<file path="config.mk">
export PLATFORM = sky130hd
export DESIGN_NAME = pill_batch_ctrl
export DESIGN_NICKNAME = d
export VERILOG_FILES = /design/src/rtl/pill_batch_ctrl.sv
export SDC_FILE = /design/constraint.sdc
export NUM_CORES = 1
export LEC_CHECK = 0
export CAP_MARGIN = 20
export CORE_ASPECT_RATIO = 0.9
export CORE_MARGIN = 1
export CORE_UTILIZATION = 40
export CTS_BUF_LIST = sky130_fd_sc_hd__clkbuf_8
export DETAILED_ROUTE_END_ITERATION = 12
export DONT_BUFFER_PORTS = 1
export GPL_TIMING_DRIVEN = 0
export PLACE_DENSITY_LB_ADDON = 0.1
export SYNTH_ARGS = -nofsm -noshare
export SYNTH_HDL_FRONTEND = slang
export SYNTH_SLANG_ARGS = --single-unit
export TNS_END_PERCENT = 50
</file>
<file path="constraint.sdc">
create_clock -name Clk -period 6.25 [get_ports Clk]
set_clock_uncertainty 0.15 [all_clocks]
set_input_delay 0.625 -clock Clk [delete_from_list [all_inputs] [get_ports Clk]]
set_output_delay 0.625 -clock Clk [all_outputs]
set_load 0.005 [all_outputs]
</file>
<file path="src/rtl/pill_batch_ctrl.sv">
// Bottle-filling batch controller: drives belt and valve, counts pills per bottle and bottles per batch.
// Optional fill watchdog enabled by defining FILL_TIMEOUT_EN.
module pill_batch_ctrl #(
    parameter int CNT_W   = 8,
    parameter int BATCH_W = 8,
    parameter int TIMEOUT = 1000
) (
    input  logic                     Clk,
    input  logic                     Rst,
    input  logic                     Start,
    input  logic                     Stop,
    input  logic                     SensorP,
    input  logic                     SensorB,
    input  logic [CNT_W-1:0]         NumPill,
    input  logic [BATCH_W-1:0]       NumBottle,
    output logic                     Valve,
    output logic                     BeltMotor,
    output logic [CNT_W-1:0]         PillCount,
    output logic [BATCH_W-1:0]       BottleCount,
    output logic [CNT_W+BATCH_W-1:0] TotalPills,
    output logic                     Busy,
    output logic                     Done,
    output logic                     Fault
);

    // state    | meaning
    // sIdle    | waiting for Start with a non-zero pill target
    // sLoad    | capture targets, clear batch counters
    // sMove    | belt running until a bottle is under the valve
    // sFill    | valve open, counting pill edges
    // sRelease | belt running until the filled bottle leaves
    // sDone    | batch complete, outputs held
    // sPause   | emergency stop, interrupted state saved
    // sFault   | fill watchdog expired, only Rst exits
    typedef enum logic [2:0] {
        sIdle, sLoad, sMove, sFill, sRelease, sDone, sPause, sFault
    } state_t;

    localparam int TOT_W = CNT_W + BATCH_W;

    state_t               state, stateNxt, savedState, savedNxt;
    logic [CNT_W-1:0]     pillTarget, pillTargetNxt, pillCntNxt, pillInc;
    logic [BATCH_W-1:0]   bottleTarget, bottleTargetNxt, bottleCntNxt, bottleInc;
    logic [TOT_W-1:0]     totalNxt;
    logic                 sensorPQ, pillEdge, finalEdge;

`ifdef FILL_TIMEOUT_EN
    localparam int WD_W = $clog2(TIMEOUT + 1);
    logic [WD_W-1:0] wdCnt, wdNxt;
`endif

    assign pillEdge  = SensorP & ~sensorPQ;
    assign pillInc   = PillCount + CNT_W'(1);
    assign bottleInc = BottleCount + BATCH_W'(1);
    assign finalEdge = pillEdge && (pillInc == pillTarget);

    always_ff @(posedge Clk) begin
        if (Rst) begin
            state        <= sIdle;
            savedState   <= sIdle;
            pillTarget   <= '0;
            bottleTarget <= '0;
            PillCount    <= '0;
            BottleCount  <= '0;
            TotalPills   <= '0;
            sensorPQ     <= 1'b0;
`ifdef FILL_TIMEOUT_EN
            wdCnt        <= '0;
`endif
        end else begin
            state        <= stateNxt;
            savedState   <= savedNxt;
            pillTarget   <= pillTargetNxt;
            bottleTarget <= bottleTargetNxt;
            PillCount    <= pillCntNxt;
            BottleCount  <= bottleCntNxt;
            TotalPills   <= totalNxt;
            sensorPQ     <= SensorP;
`ifdef FILL_TIMEOUT_EN
            wdCnt        <= wdNxt;
`endif
        end
    end

    always_comb begin
        stateNxt        = state;
        savedNxt        = savedState;
        pillTargetNxt   = pillTarget;
        bottleTargetNxt = bottleTarget;
        pillCntNxt      = PillCount;
        bottleCntNxt    = BottleCount;
        totalNxt        = TotalPills;
`ifdef FILL_TIMEOUT_EN
        wdNxt           = wdCnt;
`endif
        case (state)
            sIdle: begin
                if (Start && NumPill != '0) stateNxt = sLoad;
            end
            sLoad: begin
                if (Stop) begin
                    stateNxt = sPause;
                    savedNxt = sLoad;
                end else begin
                    pillTargetNxt   = NumPill;
                    bottleTargetNxt = NumBottle;
                    pillCntNxt      = '0;
                    bottleCntNxt    = '0;
                    totalNxt        = '0;
                    stateNxt        = sMove;
                end
            end
            sMove: begin
                if (Stop) begin
                    stateNxt = sPause;
                    savedNxt = sMove;
                end else if (SensorB) begin
                    stateNxt   = sFill;
                    pillCntNxt = '0;
`ifdef FILL_TIMEOUT_EN
                    wdNxt      = '0;
`endif
                end
            end
            sFill: begin
                // A pill edge is counted even when Stop arrives in the same cycle.
                if (pillEdge) begin
                    pillCntNxt = pillInc;
                    totalNxt   = TotalPills + TOT_W'(1);
                end
`ifdef FILL_TIMEOUT_EN
                if (pillEdge)   wdNxt = '0;
                else if (!Stop) wdNxt = wdCnt + WD_W'(1);
`endif
                if (Stop) begin
                    stateNxt = sPause;
                    savedNxt = finalEdge ? sRelease : sFill;
                end else if (finalEdge) begin
                    stateNxt = sRelease;
                end
`ifdef FILL_TIMEOUT_EN
                else if (!pillEdge && wdCnt == WD_W'(TIMEOUT - 1)) begin
                    stateNxt = sFault;
                end
`endif
            end
            sRelease: begin
                if (Stop) begin
                    stateNxt = sPause;
                    savedNxt = sRelease;
                end else if (!SensorB) begin
                    bottleCntNxt = bottleInc;
                    if (bottleTarget != '0 && bottleInc == bottleTarget) stateNxt = sDone;
                    else                                                 stateNxt = sMove;
                end
            end
            sDone: begin
                if (Start) stateNxt = sLoad;
            end
            sPause: begin
                if (Start && !Stop) stateNxt = savedState;
            end
            sFault: begin
                stateNxt = sFault;
            end
            default: stateNxt = sIdle;
        endcase
    end

    assign Valve     = (state == sFill);
    assign BeltMotor = (state == sMove) || (state == sRelease);
    assign Busy      = (state == sLoad) || (state == sMove) || (state == sFill) ||
                       (state == sRelease) || (state == sPause);
    assign Done      = (state == sDone);
`ifdef FILL_TIMEOUT_EN
    assign Fault     = (state == sFault);
`else
    assign Fault     = 1'b0;
`endif

endmodule

</file>
# Word level (Yosys, flattened, before mapping)
# Cells that the tools add are included.
# op_classes
n_eq_ne	25
order_cmp	0
n_div	0
bitwise_logic	3
add_sub_neg	3
n_mux	29
multipliers	0
n_reduce_logical	23
shifts	0
# op_table
op	count
3-bit two-way mux	16
8-bit two-way mux	6
16-bit two-way mux	2
16-bit case mux with 2 select lines	1
2-bit != test, second input constant	12
3-bit case mux with 8 select lines	1
8-bit case mux with 3 select lines	1
16-bit by 1-bit adder with 16-bit output, second input constant	1
8-bit by 1-bit adder with 8-bit output, second input constant	2
8-bit equality test	2
8-bit case mux with 2 select lines	1
8-bit nonzero test	2
3-bit equality test, second input constant	4
3-bit case mux with 4 select lines	1
5-bit AND reduction	2
3-bit by 2-bit equality test with 1-bit output, second input constant	2
3-bit != test, second input constant	2
6-bit AND reduction	1
1-bit logical OR	5
1-bit logical AND	4
4-bit AND reduction	1
2-bit nonzero test	2
4-bit nonzero test	1
3-bit by 1-bit equality test with 1-bit output, second input constant	1
9 further kinds	10
# totals
regBits	55
latchBits	0
n_memories	0
ramBits	0
rom_bits	0
output_inout_bits	37
input_bits	22

# Depth between registers and ports, before layout
# Gate-level depths: netlist of the first run.
# logic_depth
word_depth	7
ltp_mapped	8

# Least setup slack after synthesis of the first run
# OpenSTA, ideal clock, no wires.
# synth_path
path_kind	input to register
startpoint	input Stop
endpoint	register TotalPills[11]
required_ns	6.030
slack_ns	4.054
n_path_buf	1
stages	6
t_arrival_ns	1.976
path_cell_list	or4b_1 > buf_2 > o21ai_4 > nand4_1 > or3_1 > a21oi_1
# synth_via
elab_chain_cells	2
# synth_rtl
element	line_no	source
start, declared	11	input logic Stop,
2-bit != test (no source line)	n/a	
3-bit AND reduction (no source line)	n/a	
end signal, assigned	77	TotalPills <= totalNxt;
end, declared	20	output logic [CNT_W+BATCH_W-1:0] TotalPills,
# No other way between the ends.
# A chain may end at the register's enable or synchronous reset.

# Final worst setup path of the first run
# layout_path
startpoint	register BottleCount[0]
endpoint	register state[0]
# layout_via
elab_chain_cells	7
# layout_rtl
element	line_no	source
start, declared	19	output logic [BATCH_W-1:0] BottleCount,
start signal, assigned	76	BottleCount <= bottleCntNxt;
8-bit by 1-bit adder with 8-bit output	54	assign bottleInc = BottleCount + BATCH_W'(1);
8-bit equality test	153	if (bottleTarget != '0 && bottleInc == bottleTarget) stateNxt = sDone;
1-bit logical AND	153	
3-bit two-way mux	153	
3-bit two-way mux	151	end else if (!SensorB) begin
3-bit two-way mux	148	if (Stop) begin
3-bit case mux with 8 select lines	96	case (state)
end signal, assigned	59	state <= sIdle;
end signal, assigned	71	state <= stateNxt;
end, declared	41	state_t state, stateNxt, savedState, savedNxt;
# No other way between the ends. The select of a mux whose other input is x is not followed.

==> impl_metrics.toml, run 1 <==
[floorplan]
initial_core_util_pct = 41.19
fp-row-count = 30
fp.dieH_um = 85.63
dieWidth_um = 94.92
pin_count = 59
die_area_um2 = 8127
core_area_um2 = 7545

[global_route]
track_usage_pct = 20.06
antenna_found_initial = 0
grt_pass1_wl_mm = 12.76
grt_max_degree = 17
first_global_vias = 2533
grt_overflow = 0

[critical_path]
end_kind = "flip-flop"
cp.arrival_ps = 2540
path_max_fanout = 6
crit_family = "simple AND/OR/NAND/NOR gates"
cp.required_ps = 6340
max_stage_delay_ps = 500
crit_buf_inv = 0
cp_slowest_cell = "dfxtp_1"
cp-start-kind = "flip-flop"
critical_path_class = "flip-flop to flip-flop"
path_cells = "ha_1, and3_1, a21oi_1, and4bb_1, o2111ai_2, or4_1, a31oi_1"

[run]
maxCapViolations = 0

[timing]
period_share_pct = 39.23
rsz0062_at_grt = "no"
slew_violations = 0
setup_viol = 0
fin_crit_ps = 2452
slew_headroom_pct = 55.07
fin_tns_setup_ps = 0
hold_viol = 0
worstMarginPinSlew_ps = 669.4
fmax_mhz = 407.8

[layout]
diodes = 0
fin_nets = 435
final_cell_mix = "dfxtp_1 (55), nand2_1 (52), nor2_1 (44), a21oi_1 (44), o21ai_0 (20)"
layout-drive-gt1-share_pct = 6.083
multi_input_area_um2 = 1892
ff_latch_area_um2 = 1101
area_growth_pct = 7.649
final_common_cell = "dfxtp_1"
fillCellCount = 787

[power_and_ir_drop]
power.density_nw_per_um2 = 282.1
fin_total_pwr_mw = 0.9437
peakVddDrop_uv = 116.7
p_leak_nw = 1.142

[route]
ant_nets = 0
wire_per_inst_um = 15.60
viasPerCell = 5.600
drtIter0Drc = 85
num_vias = 2839
drc = 0
drt-total-wl_mm = 7.907
drtPass1Iterations = 4

[clock_network]
htree_levels = 2
cts.path.max_buffers = 2
tritoncts = "built"
cts_root_buf = "clkbuf_8"
hold_buffers = 0
postCtsSetupBuffers = 0
cts_buffers = 5
path_clk_slew_ps = 100
clock-sinks = 55
clk_latency_ps = 310
cts_resized = 0

[synth]
synthArstFlopShare_pct = 0
ys.flop_type = "dfxtp_1"
synth_cell_types = 64
syn_avg_cell_area_um2 = 7.712
synth_enable_flop_cells = 0
netlist_area_um2 = 3108
ys_warn_count = 0
synth_cells = 403
synth_nets = 428
seq_area_frac_synth_pct = 35.43
synth_seq_cells = 55

[hold_path]
hold_path.class = "input pin to flip-flop"

[placed_design]
dp_hpwl_mm = 5.915
port_buffers = 0
place_congestion = 0.9426

[status]
outcome = "completed"
==> layout make-up <==
cell class / instances / area share [%]
plain buffers: 19 / 2.431
clock buffers: 6 / 2.468
clock inverters: 2 / 1.047
inverters: 9 / 1.010
multi-input cells: 320 / 56.54
flip-flops and latches: 55 / 32.91
well taps: 96 / 3.590
==> cell families (layout without fill, tap and decap cells) <==
logic type | after synthesis | count (layout) | share of synthesized area [%]
buffers and inverters | 28 | 36 | 3.704
xor gates and xnor gates | 30 | 30 | 8.454
other | 1 | 1 | 0.1207
muxes | 2 | 2 | 0.6844
adders and majority gates | 3 | 3 | 1.208
DFF | 55 | 55 | 35.43
AOI/OAI and AO/OA | 102 | 102 | 20.29
and+or+nand+nor | 182 | 182 | 30.11
==> metrics by stage <==
step	utilization [%]	instance area (um^2)	worst slack [ps]	cells	hold WS [ps]
6_report	44.34	3346	3798	507	288.5
5_1_grt	44.34	3346	3597	507	266.2
4_1_cts	44.34	3346	3785	507	274.1
3_5_place_dp	42.79	3228	3853	499	320.7
3_3_place_gp	42.79	3228	3869	499	314.8
2_1_floorplan	-	3108	4054	403	297.8
==> layer usage <==
| metal | routed length (um) | vias up | GRT usage [%] | share of wire [%] |
|---|---|---|---|---|
| li1 | - | 1435 | - | - |
| met1 | 3806 | 1324 | 28.06 | 48 |
| met2 | 3568 | 73 | 31.00 | 45 |
| met3 | 458 | 7 | 4.699 | 5.8 |
| met4 | 73 | 0 | 4.959 | 0.92 |
| met5 | 0 | - | 0 | 0 |
==> cell usage after synthesis (2+ instances only) <==
master	number	area [um^2]
and3_1	7	43.79
nand4_1	5	31.28
o21ai_0	20	100.1
nand3b_1	6	45.04
a211o_1	2	17.52
and4_1	2	17.52
nor3_1	11	55.05
nand3_1	11	55.05
clkbuf_1	11	41.29
dfxtp_1	55	1101
buf_2	5	25.02
a31oi_1	3	18.77
a211oi_1	3	22.52
nand2_1	52	195.2
and2_1	8	50.05
or3_1	9	56.30
a21oi_1	44	220.2
ha_1	3	37.54
o21ai_1	5	25.02
nand2b_1	4	25.02
nor2_1	44	165.2
buf_1	2	7.510
a31o_2	2	17.52
xor2_1	13	113.9
o21a_1	4	30.03
nor3b_1	2	15.01
inv_1	9	33.78
nor4_1	4	25.02
nor2b_1	5	31.28
o211ai_1	2	15.01
xnor2_1	17	148.9
==> worst paths after layout <==
| kind | endpoint | slack, ps | cells after the start | start |
|---|---|---|---|---|
| setup / recovery | state[0] | 3800 | 7 | BottleCount[0] |
| setup reg to reg | state[0] | 3800 | 7 | BottleCount[0] |
| hold reg to reg | pillTarget[7] | 330 | 2 | pillTarget[7] |
| hold / removal | bottleTarget[4] | 290 | 2 | NumBottle[4] |
==> where the power goes <==
part | internal [mW] | switching (mW) | leakage [nW]
sequential | 0.379 | 0.0235 | 0.445
clock | 0.130 | 0.119 | 0.0612
combinational | 0.104 | 0.188 | 0.635
total | 0.613 | 0.331 | 1.14
==> worst register-to-register path: cells and delay by family, from the launching register on <==
family                     cells  cell delay [ps]
adders and majority gates      1              310
AOI/OAI and AO/OA              3              410
DFF                            1              500
and+or+nand+nor                3             1000
==> sequential cells by signal, summed over array words and instances (netlist names) <==
name,count
PillCount,8
BottleCount,8
pillTarget,8
savedState,3
TotalPills,16
sensorPQ,1
bottleTarget,8
state,3
No activity file was read; power rests on OpenSTA's default activity.
==> run 2, diff against run 1 <==
--- a/config.mk
+++ b/config.mk
@@ -5,6 +5,7 @@
 export SDC_FILE = /design/constraint.sdc
 export NUM_CORES = 1
 export LEC_CHECK = 0
+export ABC_AREA = 1
 export CAP_MARGIN = 20
 export CORE_ASPECT_RATIO = 0.9
 export CORE_MARGIN = 1
==> constraint.sdc (replaced) <==
create_clock -name Clk -period 2.5 [get_ports Clk]
set_clock_uncertainty 0.15 [all_clocks]
set_input_delay 0.25 -clock Clk [delete_from_list [all_inputs] [get_ports Clk]]
set_output_delay 0.25 -clock Clk [all_outputs]
set_load 0.005 [all_outputs]
==> run 2 against run 1 <==
  * Area after synthesis shrank 2.0%
  * Power grew to 2.6 times the previous value
  * Synthesized cell count increased by 14%
  * Utilization up 3.3 points
  * Cell area rose by 2.8%
  * Critical endpoint unchanged
  * Combinational power rose to 3.0 times the previous value
  * Clock power grew 100%
  * Final cell count rose by 14%
  * Largest cell class unchanged
  * Sequential cell count is the same
==> impl_metrics.toml, run 2 <==
[synth]
synth_top_area_share_pct = 36.14
yosysTopAreaCell = "dfxtp_1"
ys.flop_type = "dfxtp_1"
netlist_area_um2 = 3047
synthArstFlopShare_pct = 0
synth.most_common_cell = "nand2_1"
ys_top_cells_by_count = "nand2_1 (118), nor2_1 (57), dfxtp_1 (55)"
synthTopCellsByArea = "dfxtp_1 (36%), nand2_1 (15%), nor2_1 (7.0%), a21oi_1 (6.9%), inv_1 (5.9%)"
synth_nets = 486
syn_avg_cell_area_um2 = 6.609
synth_enable_flop_cells = 0
synth_seq_cells = 55
synth_cell_types = 42
ys_warn_count = 0
synth_cells = 461
seq_area_frac_synth_pct = 36.14

[floorplan]
fp.dieH_um = 84.80
dieWidth_um = 94.00
core_area_um2 = 7221
pin_count = 59
fp-row-count = 29
die_area_um2 = 7970
initial_core_util_pct = 42.19

[layout]
final_common_cell = "nand2_1"
largest_reg_flops = 16
top_register = "TotalPills"
final_cell_mix = "nand2_1 (118), nor2_1 (57), dfxtp_1 (55)"
layout-drive-gt1-share_pct = 8.419
fin_nets = 512
diodes = 0
fillCellCount = 761
area_growth_pct = 12.94

[clock_network]
tritoncts = "built"
path_clk_slew_ps = 100
htree_levels = 2
cts.path.max_buffers = 2
cts_root_buf = "clkbuf_8"
cts_buffers = 5
clk_latency_ps = 310
clock-sinks = 55

[power_and_ir_drop]
power_switching_mw = 0.9522
p_clk_share_pct = 20.8
seq_power_share_pct = 43.5
comb_power_share_pct = 35.8
internal_power_mw = 1.498
power.density_nw_per_um2 = 712.1
p_leak_nw = 1.323
peakVddDrop_uv = 251.8
fin_total_pwr_mw = 2.450
switching_share_pct = 38.86

[critical_path]
cp.required_ps = 2560
cp_slowest_cell = "dfxtp_1"
max_stage_delay_ps = 450
cp-start-kind = "flip-flop"
end_kind = "flip-flop"
path_max_fanout = 5
crit_buf_inv = 0
cp.arrival_ps = 2270
crit_top_cell = "nand2_1"
critical_path_class = "flip-flop to flip-flop"
path_cells = "ha_1, nand4_1, nor2_1, nand2_1, nand2_1, nand2_1, nand2_1, nand3_1, nor2_2, nor2_1, nor2_2, nand2_1, nor2_1, nor2_1"
crit_family = "simple AND/OR/NAND/NOR gates"

[timing]
period_share_pct = 88.23
hold_slack_ps = 19.06
setup_viol = 0
fin_ws_ps = 294.2
slew_violations = 0
slew_headroom_pct = 57.92
fmax_mhz = 453.3
hold_viol = 0
worstMarginPinSlew_ps = 631.3
rsz0062_at_grt = "no"
fin_tns_setup_ps = 0
fin_crit_ps = 2206

[hold_path]
hold_path.class = "input pin to flip-flop"

[placed_design]
port_buffers = 0
place_congestion = 0.8933
dp_hpwl_mm = 5.773
pre_cts_slack_ps = 301.6

[global_route]
grt_pass1_wl_mm = 12.88
grt_overflow = 0
antenna_found_initial = 0
track_usage_pct = 20.59
grt_max_degree = 16
first_global_vias = 2833

[route]
drtIter0Drc = 87
drtPass1Iterations = 6
ant_nets = 0
viasPerCell = 5.114
wire_per_inst_um = 13.09
num_vias = 2966
drc = 0
drt-total-wl_mm = 7.590

[run]
maxCapViolations = 0

[status]
outcome = "completed"
run 2: cell types whose count changed after synthesis, moves of 11 or more:
| cell | before | now |
|---|---|---|
| nand2_1 | 52 | 118 |
| nor2_1 | 44 | 57 |
| nand3_1 | 11 | 25 |
| inv_1 | 9 | 48 |
| xnor2_1 | 17 | 2 |
| xor2_1 | 13 | 1 |
| o21ai_0 | 20 | 31 |
run 2: tightest hold or removal path, delay by kind of cell:
kind / cells / cell delay [ps]
AOI/OAI and AO/OA: 1 / 70
and+or+nand+nor: 2 / 130
run 2: cells by family (layout without fill, tap and decap cells):
logic type | count (synthesis) | in the layout | share of synthesized area [%]
compound gates | 86 | 86 | 15.56
xor+xnor | 3 | 3 | 0.8626
other cells | 1 | 1 | 0.1231
buf+inv | 64 | 90 | 8.254
flops | 55 | 55 | 36.14
fa+ha+maj | 3 | 3 | 1.232
simple gates | 249 | 249 | 37.82
run 2: layout make-up:
class	instances	area [um^2]	share of cell area [%]
buffer	9	42.54	1.236
clock buffer	6	82.58	2.400
clock inverter	1	5.005	0.1455
inverter	55	209.0	6.073
multi-input combinational	342	1694	49.24
sequential	55	1101	32.00
tap	93	116.4	3.382
timing repair buffer	19	190.2	5.527
run 2: worst paths after layout:
check | to | cells past startpoint | from | slack [ps]
setup reg to reg | state[0] | 14 | PillCount[0] | 290
hold reg to reg | savedState[0] | 2 | savedState[0] | 330
hold / removal | BottleCount[0] | 3 | Stop | 20
setup / recovery | state[0] | 14 | PillCount[0] | 290
run 2: timing repair:
action / CTS / global route
setup buffers: 0 / 0
resized for setup: 0 / 0
hold buffers: 19 / 0
hold endpoints to repair: 19 / 0
run 2: metal layers:
metal	wire [um]	up-vias	GRT usage (%)
li1	-	1543	-
met1	3802	1344	27.92
met2	3224	69	32.25
met3	455	10	4.620
met4	108	0	6.713
met5	0	-	0
run 2: through the flow:
| stage | area, um^2 | utilization [%] | cells |
|---|---|---|---|
| 2_1_floorplan | 3047 | - | 461 |
| 3_3_place_gp | 3163 | 43.81 | 554 |
| 3_5_place_dp | 3163 | 43.81 | 554 |
| 4_1_cts | 3441 | 47.65 | 580 |
| 5_1_grt | 3441 | 47.65 | 580 |
| 6_report | 3441 | 47.65 | 580 |
run 2: power by group through the flow:
stage	clock network (mW)	logic (mW)	registers, mW
5_1_grt	0.554	0.999	1.08
3_3_place_gp	0	0.841	1.08
4_1_cts	0.530	0.875	1.07
6_report	0.509	0.877	1.07
2_1_floorplan	0	0.680	1.06
3_5_place_dp	0	0.850	1.09
==> run 3, diff against run 2 <==
--- a/config.mk
+++ b/config.mk
@@ -14,6 +14,7 @@
 export DETAILED_ROUTE_END_ITERATION = 12
 export DONT_BUFFER_PORTS = 1
 export GPL_TIMING_DRIVEN = 0
+export HOLD_SLACK_MARGIN = 0.08
 export PLACE_DENSITY_LB_ADDON = 0.1
 export SYNTH_ARGS = -nofsm -noshare
 export SYNTH_HDL_FRONTEND = slang
==> run 3 against run 2 <==
  * Count of clock-buffer cells in the layout did not move
  * Highest routed layer unchanged
  * Utilization unchanged
  * Clock power fell by 2%
  * Fmax increased by 1.0%
  * Sequential power about the same
  * Final cell count unchanged
  * Routed wire length hardly changed
  * Largest cell class unchanged
  * First-iteration DRC count up 10%
==> impl_metrics.toml, run 3 (synthesis gave the netlist of run 2 again) <==
[clock_network]
clk_latency_ps = 310
postCtsSetupBuffers = 0
cts_resized = 0
cts.path.max_buffers = 2
cts_buffers = 5
clock-sinks = 55
tritoncts = "built"
path_clk_slew_ps = 100
htree_levels = 2
cts_root_buf = "clkbuf_8"

[floorplan]
die_area_um2 = 7970
initial_core_util_pct = 42.19
fp.dieH_um = 84.80
core_area_um2 = 7221
pin_count = 59
fp-row-count = 29
dieWidth_um = 94.00

[route]
wire_per_inst_um = 13.09
drtIter0Drc = 96
drc = 0
drt-total-wl_mm = 7.592
drtPass1Iterations = 4
ant_nets = 0
num_vias = 2946
viasPerCell = 5.079

[critical_path]
cp.required_ps = 2560
path_cells = "ha_1, nand4_1, nor2_1, nand2_1, nand2_1, nand2_1, nand2_1, nand3_1, nor2_2, nor2_1, nor2_2, nand2_1, nor2_1, nor2_1"
crit_family = "simple AND/OR/NAND/NOR gates"
r2r_cells = 14
cp_slowest_cell = "dfxtp_1"
path_max_fanout = 5
cp-start-kind = "flip-flop"
max_stage_delay_ps = 440
end_kind = "flip-flop"
r2r_start = "PillCount[0]"
crit_top_cell = "nand2_1"
critical_path_class = "flip-flop to flip-flop"
critPathLaunch = "PillCount[0]"
cp.arrival_ps = 2240
crit_buf_inv = 0
path_depth = 14

[layout]
fin_nets = 512
final_common_cell = "nand2_1"
utilization_pct = 47.65
area_growth_pct = 12.94
final_cell_mix = "nand2_1 (118), nor2_1 (57), dfxtp_1 (55)"
largest_reg_flops = 16
layout-drive-gt1-share_pct = 8.419
diodes = 0
top_register = "TotalPills"

[timing]
worstMarginPinSlew_ps = 620.1
period_share_pct = 87.33
fin_tns_setup_ps = 0
setup_viol = 0
fin_crit_ps = 2183
hold_viol = 0
slew_headroom_pct = 58.66
rsz0062_at_grt = "no"
fmax_mhz = 458.0
slew_violations = 0

[global_route]
grt_overflow = 0
first_global_vias = 2832
grt_max_degree = 16
antenna_found_initial = 0
track_usage_pct = 20.61
grt_pass1_wl_mm = 12.89

[placed_design]
port_buffers = 0
dp_hpwl_mm = 5.773
place_congestion = 0.8933

[run]
maxCapViolations = 0

[power_and_ir_drop]
p_leak_nw = 1.323
peakVddDrop_uv = 252.0
power.density_nw_per_um2 = 710.0

[hold_path]
holdPathStages = 5
hold_path.class = "input pin to flip-flop"
min_from = "SensorB"

[status]
outcome = "completed"
-- run 3: through the flow --
stage / hold slack (ps) / std cells / cell area, um^2 / power, mW / worst slack, ps
global route: 281.0 / 580 / 3441 / 2.636 / 62.82
detailed placement: 236.2 / 554 / 3163 / 1.935 / 301.6
floorplan: 224.9 / 461 / 3047 / 1.744 / 680.3
CTS: 206.0 / 580 / 3441 / 2.471 / 280.6
finish: 208.8 / 580 / 3441 / 2.443 / 316.8
global placement: 234.0 / 554 / 3163 / 1.924 / 353.9
-- run 3: worst paths after layout --
path / endpoint / slack [ps]
worst max-delay path: state[0] / 320
worst min-delay path: BottleCount[0] / 210
worst max register to register: state[0] / 320
worst min register to register: savedState[0] / 330
-- run 3: layer usage --
metal	GRT usage, %	wire length [um]
met4	6.713	51
met1	27.98	3760
met2	32.25	3276
met3	4.620	503
met5	0	0
-- run 3: layout make-up --
| class | count | area [um^2] |
|---|---|---|
| fillers | 761 | 3780 |
| multi-input cells | 342 | 1694 |
| flip-flops and latches | 55 | 1101 |
| inverters | 55 | 209.0 |
| repair buffers | 19 | 190.2 |
| well taps | 93 | 116.4 |
| clock buffers | 6 | 82.58 |
| plain buffers | 9 | 42.54 |
| clock inverters | 1 | 5.005 |
-- run 3: tightest hold or removal path, cell delays in order --
cell and delay, ps:
inv_1 20, nor2_1 130, nor3_1 80, nand2_1 90, a21oi_1 70
-- run 3: repair_timing --
action	CTS	global route
setup endpoints to repair	0	0
hold endpoints to repair	26	0
hold buffers	19	0
-- run 3: power by group --
group	switching (mW)	internal (mW)
Combinational	0.580	0.297
Clock	0.283	0.218
Sequential	0.0825	0.983
